`src/rtl/batch_sequencer_pkg.sv`:
```
// Shared types, default parameters and bank-index helpers for the batch sequencer.
package batch_sequencer_pkg;

  localparam int DEF_DEPTH = 32;
  localparam int DEF_N     = 3;
  localparam int DEF_M     = 1;
  localparam int DEF_LAT   = 4;

  typedef enum logic [1:0] {
    ST_IDLE  = 2'd0,
    ST_FILL  = 2'd1,
    ST_RUN   = 2'd2,
    ST_DRAIN = 2'd3
  } seq_state_e;

  // (b - d) mod 3 for bank indices in 0..2 and offsets in 0..2.
  function automatic logic [1:0] bank_sub(input logic [1:0] b, input logic [1:0] d);
    logic [2:0] t;
    t = {1'b0, b} + 3'd3 - {1'b0, d};
    return (t >= 3'd3) ? 2'(t - 3'd3) : t[1:0];
  endfunction

endpackage

```
`src/rtl/batch_sequencer_bank.sv`:
```
// batch_bank: three DEPTH x N sample banks for one channel with registered
// lookahead and forward/backward compute reads.
module batch_bank
  import batch_sequencer_pkg::*;
#(
  parameter int DEPTH = DEF_DEPTH,
  parameter int N     = DEF_N
) (
  input  logic                     clk,
  input  logic                     rst,
  input  logic                     beat,
  input  logic [1:0]               wr_bank,
  input  logic [1:0]               lh_bank,
  input  logic [1:0]               co_bank,
  input  logic [$clog2(DEPTH)-1:0] fwd_addr,
  input  logic [$clog2(DEPTH)-1:0] rev_addr,
  input  logic [N-1:0]             wr_data,
  output logic [N-1:0]             s_lh,
  output logic [N-1:0]             s_cof,
  output logic [N-1:0]             s_cob
);

  logic [N-1:0] mem_r [3][DEPTH];

  // Sample store; contents are logically discarded by reset, never cleared.
  always_ff @(posedge clk) begin
    if (beat) begin
      mem_r[wr_bank][fwd_addr] <= wr_data;
    end
  end

  // Read banks never alias the write bank, so no bypass is needed.
  always_ff @(posedge clk) begin
    if (rst) begin
      s_lh  <= {N{1'b0}};
      s_cof <= {N{1'b0}};
      s_cob <= {N{1'b0}};
    end else if (beat) begin
      s_lh  <= mem_r[lh_bank][rev_addr];
      s_cof <= mem_r[co_bank][fwd_addr];
      s_cob <= mem_r[co_bank][rev_addr];
    end
  end

endmodule

```
`src/rtl/batch_sequencer.sv`:
```
// Batch sequencer top: triple-buffered per-channel sample banks replayed as
// lookahead, forward and backward streams. Optional drain via BATCH_FLUSH_EN.
module batch_sequencer
  import batch_sequencer_pkg::*;
#(
  parameter int DEPTH = DEF_DEPTH,
  parameter int N     = DEF_N,
  parameter int M     = DEF_M,
  parameter int LAT   = DEF_LAT
) (
  input  logic                     clk,
  input  logic                     rst,
`ifdef BATCH_FLUSH_EN
  input  logic                     flush,
`endif
  input  logic                     in_valid,
  input  logic [M*N-1:0]           in_data,
  output logic [M*N-1:0]           s_lh,
  output logic [M*N-1:0]           s_cof,
  output logic [M*N-1:0]           s_cob,
  output logic [$clog2(DEPTH)-1:0] bat_count,
  output logic [$clog2(DEPTH)-1:0] bat_count_rev,
  output logic                     lh_clear,
  output logic                     cb_load,
  output logic                     wr_sel,
  output logic                     stream_valid,
  output logic                     out_valid
);

  localparam int AW = $clog2(DEPTH);
  localparam logic [AW-1:0] LAST = AW'(DEPTH - 1);

  seq_state_e     state_r;
  logic [1:0]     batch_idx_r;
  logic [1:0]     lh_bank_s;
  logic [1:0]     co_bank_s;
  logic [LAT-1:0] ov_pipe_r;
  logic           beat_s;
  logic           drain_s;
  logic           last_s;
  logic           run_s;
  logic [M*N-1:0] wr_data_s;
`ifdef BATCH_FLUSH_EN
  logic           drain_cnt_r;
  logic           idle_clr_r;
`endif

  // Beat qualification and bank selection derived from the write bank.
  always_comb begin
`ifdef BATCH_FLUSH_EN
    drain_s = (state_r == ST_DRAIN) || ((state_r == ST_RUN) && flush);
`else
    drain_s = 1'b0;
`endif
    beat_s    = drain_s || in_valid;
    wr_data_s = drain_s ? {(M*N){1'b0}} : in_data;
    last_s    = (bat_count == LAST);
    run_s     = (state_r == ST_RUN) || (state_r == ST_DRAIN);
    lh_bank_s = bank_sub(batch_idx_r, 2'd1);
    co_bank_s = bank_sub(batch_idx_r, 2'd2);
  end

  // Sequencer FSM, batch counters, beat-aligned flags and out_valid delay line.
  always_ff @(posedge clk) begin
    if (rst) begin
      state_r       <= ST_IDLE;
      bat_count     <= {AW{1'b0}};
      bat_count_rev <= LAST;
      batch_idx_r   <= 2'd0;
      wr_sel        <= 1'b0;
      lh_clear      <= 1'b0;
      cb_load       <= 1'b0;
      stream_valid  <= 1'b0;
      ov_pipe_r     <= {LAT{1'b0}};
`ifdef BATCH_FLUSH_EN
      drain_cnt_r   <= 1'b0;
      idle_clr_r    <= 1'b0;
`endif
    end else if (beat_s) begin
      bat_count     <= last_s ? {AW{1'b0}} : bat_count + AW'(1);
      bat_count_rev <= last_s ? LAST : bat_count_rev - AW'(1);
      // bank_sub by 2 is the mod-3 increment.
      batch_idx_r   <= last_s ? bank_sub(batch_idx_r, 2'd2) : batch_idx_r;
      wr_sel        <= wr_sel ^ last_s;
      lh_clear      <= (bat_count == {AW{1'b0}});
      cb_load       <= (bat_count == {AW{1'b0}}) && run_s;
      stream_valid  <= run_s;
      ov_pipe_r     <= LAT'({ov_pipe_r, stream_valid});
`ifdef BATCH_FLUSH_EN
      idle_clr_r    <= 1'b0;
`endif
      case (state_r)
        ST_IDLE: state_r <= ST_FILL;
        ST_FILL: begin
          if (last_s && (batch_idx_r == 2'd1)) begin
            state_r <= ST_RUN;
          end
        end
        ST_RUN: begin
`ifdef BATCH_FLUSH_EN
          if (flush) begin
            state_r     <= ST_DRAIN;
            drain_cnt_r <= last_s;
          end
`else
          state_r <= ST_RUN;
`endif
        end
`ifdef BATCH_FLUSH_EN
        ST_DRAIN: begin
          if (last_s && drain_cnt_r) begin
            state_r     <= ST_IDLE;
            batch_idx_r <= 2'd0;
            drain_cnt_r <= 1'b0;
            idle_clr_r  <= 1'b1;
          end else if (last_s) begin
            drain_cnt_r <= 1'b1;
          end
        end
`endif
        default: state_r <= ST_IDLE;
      endcase
    end
`ifdef BATCH_FLUSH_EN
    // After a drain the final stream beat is retired once the block is idle.
    else if (idle_clr_r) begin
      stream_valid <= 1'b0;
      lh_clear     <= 1'b0;
      cb_load      <= 1'b0;
      idle_clr_r   <= 1'b0;
    end
`endif
  end

  assign out_valid = ov_pipe_r[LAT-1];

  for (genvar k = 0; k < M; k++) begin : g_ch
    batch_bank #(
      .DEPTH(DEPTH),
      .N    (N)
    ) u_bank (
      .clk     (clk),
      .rst     (rst),
      .beat    (beat_s),
      .wr_bank (batch_idx_r),
      .lh_bank (lh_bank_s),
      .co_bank (co_bank_s),
      .fwd_addr(bat_count),
      .rev_addr(bat_count_rev),
      .wr_data (wr_data_s[k*N +: N]),
      .s_lh    (s_lh[k*N +: N]),
      .s_cof   (s_cof[k*N +: N]),
      .s_cob   (s_cob[k*N +: N])
    );
  end

endmodule

```
`config.mk`:
```
export PLATFORM = sky130hd
export DESIGN_NAME = batch_sequencer
export DESIGN_NICKNAME = d
export VERILOG_FILES = /design/src/rtl/batch_sequencer_pkg.sv /design/src/rtl/batch_sequencer_bank.sv /design/src/rtl/batch_sequencer.sv
export SDC_FILE = /design/constraint.sdc
export NUM_CORES = 1
export LEC_CHECK = 0
export BUFFER_PORTS_ARGS = -buffer_cell sky130_fd_sc_hd__buf_2
export CAP_MARGIN = 20
export CORE_UTILIZATION = 50
export CTS_CLUSTER_DIAMETER = 150
export DETAILED_ROUTE_END_ITERATION = 8
export PLACE_DENSITY = 0.66
export SYNTH_ARGS = -nofsm -noshare
export SYNTH_HDL_FRONTEND = slang
export SYNTH_SLANG_ARGS = --single-unit
```
`constraint.sdc`:
```
create_clock -name clk -period 6.5 [get_ports clk]
set_clock_uncertainty 0.05 [all_clocks]
set_input_delay 1.3 -clock clk [delete_from_list [all_inputs] [get_ports clk]]
set_output_delay 1.3 -clock clk [all_outputs]
set_load 0.005 [all_outputs]
```
======== Yosys cells after proc, flatten, opt, wreduce, memory -nomap -nowiden ========
Memory sizes are Yosys's and may differ from the RTL's.
Index checks and enable logic that the tools add are counted.
cells by class
  eq/ne operators ......................... 6
  add/subtract/negate cells ............... 7
  multiplexer cells ....................... 19
  $mul .................................... 0
  divide/modulo/power cells ............... 0
  order comparisons ....................... 5
  bitwise logic cells ..................... 3
  shifts and indexed selects .............. 0
  reduce and logical (&&, ||, !) cells .... 8
operators with widths
  operator               count
  $mux W96               1
  $bmux W3 S5            3
  $mux W3                7
  $demux W3 S5           1
  $ge A6 B6 Y1 const B   2
  $not A5 Y6             2
  $mux W5                2
  $ge A3 B2 Y1 const B   2
  $lt A6 B1 Y1 const B   1
  $mux W2                3
  $pmux W2 S3            1
  $add A5 B1 Y5 const B  1
  $eq A5 B5 Y1 const B   1
  $logic_not A5 Y1       1
  $sub A5 B1 Y5 const B  1
  $eq A2 B1 Y1 const B   2
  $eq A2 B2 Y1 const B   2
  $reduce_and A2 Y1      2
  $sub A2 B2 Y2 const B  2
  $add A2 B2 Y3 const B  1
  $logic_and A1 B1 Y1    3
  $sub A3 B1 Y3 const B  1
  $sub A3 B2 Y3 const B  1
  $logic_not A2 Y1       1
  other kinds (4)        4
storage, ports and cells
  bits in writable memories ............... 288
  flip-flop bits (word level) ............. 31
  bits in read-only memories .............. 0
  latch bits .............................. 0
  memories kept ........................... 1
  word-level logic and storage cells ...... 61
memory list
  name                  depth  width  read ports  clocked after Yosys merged registers in  wr ports  line                        text
  g_ch[0].u_bank.mem_r  3      96     2           0                                        1         batch_sequencer_bank.sv:23  logic [N-1:0] mem_r [3][DEPTH];

======== Depth between registers and ports, before layout ========
An unclocked memory read counts as a cell.
  depth in word-level cells ............... 8
  mapped depth ............................ 14
  gate-level depth less buffers ........... 8

======== Hierarchy ========
Synthesis repeated with hierarchy kept, for this count alone.
second synthesis, totals
  cells, all modules ...................... 1378
  area, all modules ....................... 17367.9 um^2
by module, submodules not included
  module           area an instance (um^2)  cells each  seq. area each (um^2)  instances
  batch_bank       16349.4                  1271        8828.5                 1
  batch_sequencer  1018.5                   107         440.4                  1

======== Worst setup path before layout ========
OpenSTA, ideal clock, no wires.
  kind .................................... input port to flip-flop
  start ................................... input port in_valid
  end ..................................... memory g_ch[0].u_bank.mem_r[1][42] in the netlist's numbering, enable pin
  stages .................................. 5
  required time ........................... 6.079 ns
  arrival ................................. 2.506 ns
  path slack .............................. 3.573 ns
  library setup time ...................... 0.371 ns
  path buffers ............................ 3
  cell sequence ........................... clkbuf_1 -> clkbuf_1 -> nand2_1 -> clkbuf_1 -> nor4_1
on the way
  word-level cells in the longest chain between the ends .. 2
ends and longest elaborated chain
  item                            line                        text
  start, declared                 batch_sequencer.sv:16       input logic in_valid,
  $mux W1                         batch_sequencer_bank.sv:27  if (beat) begin
  $mux W96 (not written as such)  batch_sequencer_bank.sv:28  mem_r[wr_bank][fwd_addr] <= wr_data;
  end, declared                   batch_sequencer_bank.sv:23
Every way passes these cells.

======== Final worst setup path ========
  start ................................... register batch_idx_r[1]
  end ..................................... register g_ch[0].u_bank.s_cob[1]
on the way
  word-level cells in the longest chain between the ends .. 8
  elaborated cells on any way between the ends .. 9
  classes of those cells .................. add/sub: 3; order compare: 1; mux: 4; memory: 1
ends and longest elaborated chain
  item                                                  line                        text
  start, declared                                       batch_sequencer.sv:34       logic [1:0] batch_idx_r;
  start signal, assigned                                batch_sequencer.sv:83       batch_idx_r <= last_s ? bank_sub(batch_idx_r, 2'd2) : batch_idx_r;
  $add A2 B2 Y3 *                                       batch_sequencer_pkg.sv:19   t = {1'b0, b} + 3'd3 - {1'b0, d};
  $sub A3 B2 Y3 *                                       batch_sequencer_pkg.sv:19
  $ge A3 B2 Y1 / $sub A2 B2 Y2 (equally long branches)  batch_sequencer_pkg.sv:20   return (t >= 3'd3) ? 2'(t - 3'd3) : t[1:0];
  $mux W2 *                                             batch_sequencer_pkg.sv:20
  $mem_v2 Z3 W96 *                                      n/a
  $bmux W3 S5 *                                         batch_sequencer_bank.sv:41  s_cob <= mem_r[co_bank][rev_addr];
  $mux W3 (not written as such) * (2 in a row)          batch_sequencer_bank.sv:41
  end signal, assigned                                  batch_sequencer_bank.sv:37  s_cob <= {N{1'b0}};
  end signal, assigned                                  batch_sequencer_bank.sv:41
  end, declared                                         batch_sequencer_bank.sv:20  output logic [N-1:0] s_cob
Mark *: on every way between the ends. The rest lies on a longest branch, timed or not. The select of a mux whose other input is x is not followed.
A chain may end at the register's enable or synchronous reset.

==> summary.md <==
| Metric | Value |
|---|---|
| CTS H-tree depth | 2 |
| CTS tree | built |
| Synth cell types | 70 |
| Fin. Hold Viols | 0 |
| Switching portion of total power | 0.227 |
| CP Max Fanout | 144 |
| Final WL | 52800 um |
| Initial antenna violation count | 0 |
| Layout area overhead | 7.77% |
| Final period utilization | 0.607 |
| Number of DRC markers in iteration 0 | 1588 |
| Flop-to-flop setup slack | 2.55 ns |
| Comb pwr share | 0.058 |
| Multi-input logic area | 7670 um^2 |
| Required @ worst endpoint | 6.86 ns |
| Die Y | 190 um |
| Routed vias/inst | 6.79 |
| Critical Path End Type | register |
| Hold_buf cts | 0 |
| Clk slew on worst S/H paths | 0.06 ns |
| Post-synth EDFFs | 288 |
| Diode count | 0 |
| Sequential share of power | 0.516 |
| Pre-Repair DR Iteration Count | 6 |
| Synthesized area per cell | 12.6 um^2 |
| Post-cts sizing count | 0 |
| Net Switching | 998 uW |
| Slew Limit Fails | 0 |
| Initial Utilization | 0.509 |
| Largest net degree at the start of global routing | 145 |
| Sum Neg Setup Slack | 0 ns |
| Max-cap viol count | 0 |
| First-pass GRT wire length | 77900 um |
| Status | completed |
| Die X | 190 um |
| Asr flop ratio synth | 0 |
| Crit path cell chain | inv_1 > ha_4 > buf_12 > mux2_2 > mux4_2 > nand2_1 > a31oi_1 > a2111oi_2 > o31ai_1 |
| Leak Pwr | 0.00632 uW |
| Detailed-route via count | 12500 |
| Synth Cell Area | 17600 um^2 |
| Kind of critical path | register to register |
| Fillers | 2886 |
| Clock buffer depth | 3 |
| Top-count cell post-synth | edfxtp_1 |
| Setup bufs post-CTS | 0 |
| Top cell type by total area after synthesis | edfxtp_1 |
| Slew headroom | 0.220 |
| Commonest cells post-synth | edfxtp_1, nor2_1, mux2i_1 |
| Rows | 68 |
| Die area | 35900 um^2 |
| DRT antenna net count | 0 |
| Worst Path Buf+Inv | 2 |
| Min-delay worst type | register to register |
| Final min period | 3.95 ns |
| Overall Power | 4410 uW |
| Yosys reg bits | 319 |
| Syn_nets | 1413 |
| Tot GR Track Use | 0.294 |
| Cell Int Power | 3410 uW |
| Maximum vdd ir drop | 0.000179 V |
| Post-synthesis sequential area ratio | 0.527 |
| Cell Pwr Density | 232 nW/um^2 |
| # clock sinks | 319 |
| Cts bufs inserted | 35 |
| Congestion Overflow GR | 0 |
| GPL Wtd Cong | 0.988 |
| Number of global-route vias before repair | 11800 |
| Slew @ Worst Pin | 1.17 ns |
| Synth top area share | 0.492 |
| Slowest cell delay on critical path | 0.62 ns |
| Post-route DRC | 0 |
| Critical path arrival | 4.31 ns |
| Post-DP HPWL | 34100 um |
| Cells after Synth | 1393 |
| Worst Setup Start Kind | register |
| Port bufs | 29 |
| Slowest-stage cell, CP | ha_4 |
| YS warnings | 0 |
| RSZ-0062 raised after global routing | false |
| Primary FF master, synth | edfxtp_1 |
| CP top delay family | multiplexers |
| Share of cells above drive strength 1 | 0.191 |
| Final #Nets | 1382 |
| Top Ports | 30 |
| Worst-Skew Late Latency | 0.53 ns |
| Max Fclk | 253 MHz |
| Synth area leaders | edfxtp_1, mux4_2, mux2i_1 |
| Placeable Area | 34500 um^2 |
| Setup violations, final | 0 |
| Clock Tree Root | clkbuf_16 |
| Wire per inst | 28.6 um |
| Clock network fraction of design power | 0.426 |
| Seq. cell area | 9280 um^2 |
## metal layers
| metal | GRT usage | share of wire | vias to the layer above |
|---|---|---|---|
| li1 | - | - | 5361 |
| met1 | 0.411 | 0.41 | 6186 |
| met2 | 0.446 | 0.45 | 796 |
| met3 | 0.0657 | 0.10 | 170 |
| met4 | 0.117 | 0.041 | 0 |
| met5 | 0 | 0 | - |
## worst paths after layout
check                 startpoint                      end  depth (start not counted)
hold / removal           cb_load                  cb_load                          2
setup reg to reg  batch_idx_r[1]  g_ch[0].u_bank.s_cob[1]                          9
hold reg to reg          cb_load                  cb_load                          2
setup / recovery  batch_idx_r[1]  g_ch[0].u_bank.s_cob[1]                          9
## state kept, by name, summed over array words and instances, names as in the netlist
register           flops
g_ch.u_bank.mem_r    288
bat_count              5
bat_count_rev          5
ov_pipe_r              4
g_ch.u_bank.s_cob      3
g_ch.u_bank.s_cof      3
g_ch.u_bank.s_lh       3
batch_idx_r            2
state_r                2
cb_load                1
lh_clear               1
stream_valid           1
wr_sel                 1
## power by group through the flow
stage	sequential (uW)	clock, uW	combinational, uW
5_1_grt	2270	1960	267
4_1_cts	2270	1890	248
3_5_place_dp	2310	0	247
6_report	2270	1880	255
3_3_place_gp	2310	0	245
2_1_floorplan	2300	0	159
## logic make-up after synthesis
kind of cell	count (synthesis)	share of synthesized area
AOI/OAI and AO/OA	268	0.105
xor gates and xnor gates	1	0.000498
adders and majority gates	14	0.00996
buffers and inverters	138	0.0388
DFF	319	0.527
muxes	272	0.215
and+or+nand+nor	381	0.104
## worst min-delay path, stage by stage, from the launching register on
cell,delay [ns]
dfxtp_1,0.30
nand2_1,0.06
a21oi_1,0.05
## area by class of cell
cell class                 count  area share
inverter                      23     0.00469
multi-input combinational    936       0.405
sequential                   319       0.489
timing repair buffer          47      0.0154
tap                          455      0.0300
clock buffer                  44      0.0502
clock inverter                18     0.00568
## per-stage QoR
step                std cells  worst slack (ns)  hold WS [ns]   util  cell area [um^2]
finish                   1842              2.55         0.410  0.549             19000
global route             1842              2.47         0.443  0.549             19000
CTS                      1842              2.72         0.414  0.549             19000
detailed placement       1780              2.65         0.405  0.518             17900
global placement         1780              2.75         0.402  0.518             17900
floorplan                1393              3.57         0.399      -             17600
## placed cells by master (no fill, tap or decap), types with 4 or more instances in the layout
master,n
o2111ai_1,5
a311oi_1,4
a21oi_1,44
nor4_1,11
nand2_1,84
a2111oi_0,4
buf_2,29
a211oi_1,30
a22oi_1,9
o21bai_1,5
and2_1,52
mux2i_1,112
nor2b_1,14
o211a_1,8
nand3_1,17
clkbuf_1,7
edfxtp_1,288
and3_1,15
nand4_1,4
clkinv_1,11
nor3_1,32
buf_4,17
o21ai_0,56
inv_1,19
o31ai_1,8
o21a_1,4
mux2_2,80
nand2b_1,24
dfxtp_1,27
clkinv_2,8
o211ai_1,27
a41oi_1,4
a21o_1,5
ha_1,11
o22ai_1,12
o221ai_1,6
clkbuf_16,37
a31oi_1,10
mux4_2,75
nor2_1,116
Note: power is estimated with default switching activity, not from simulation.
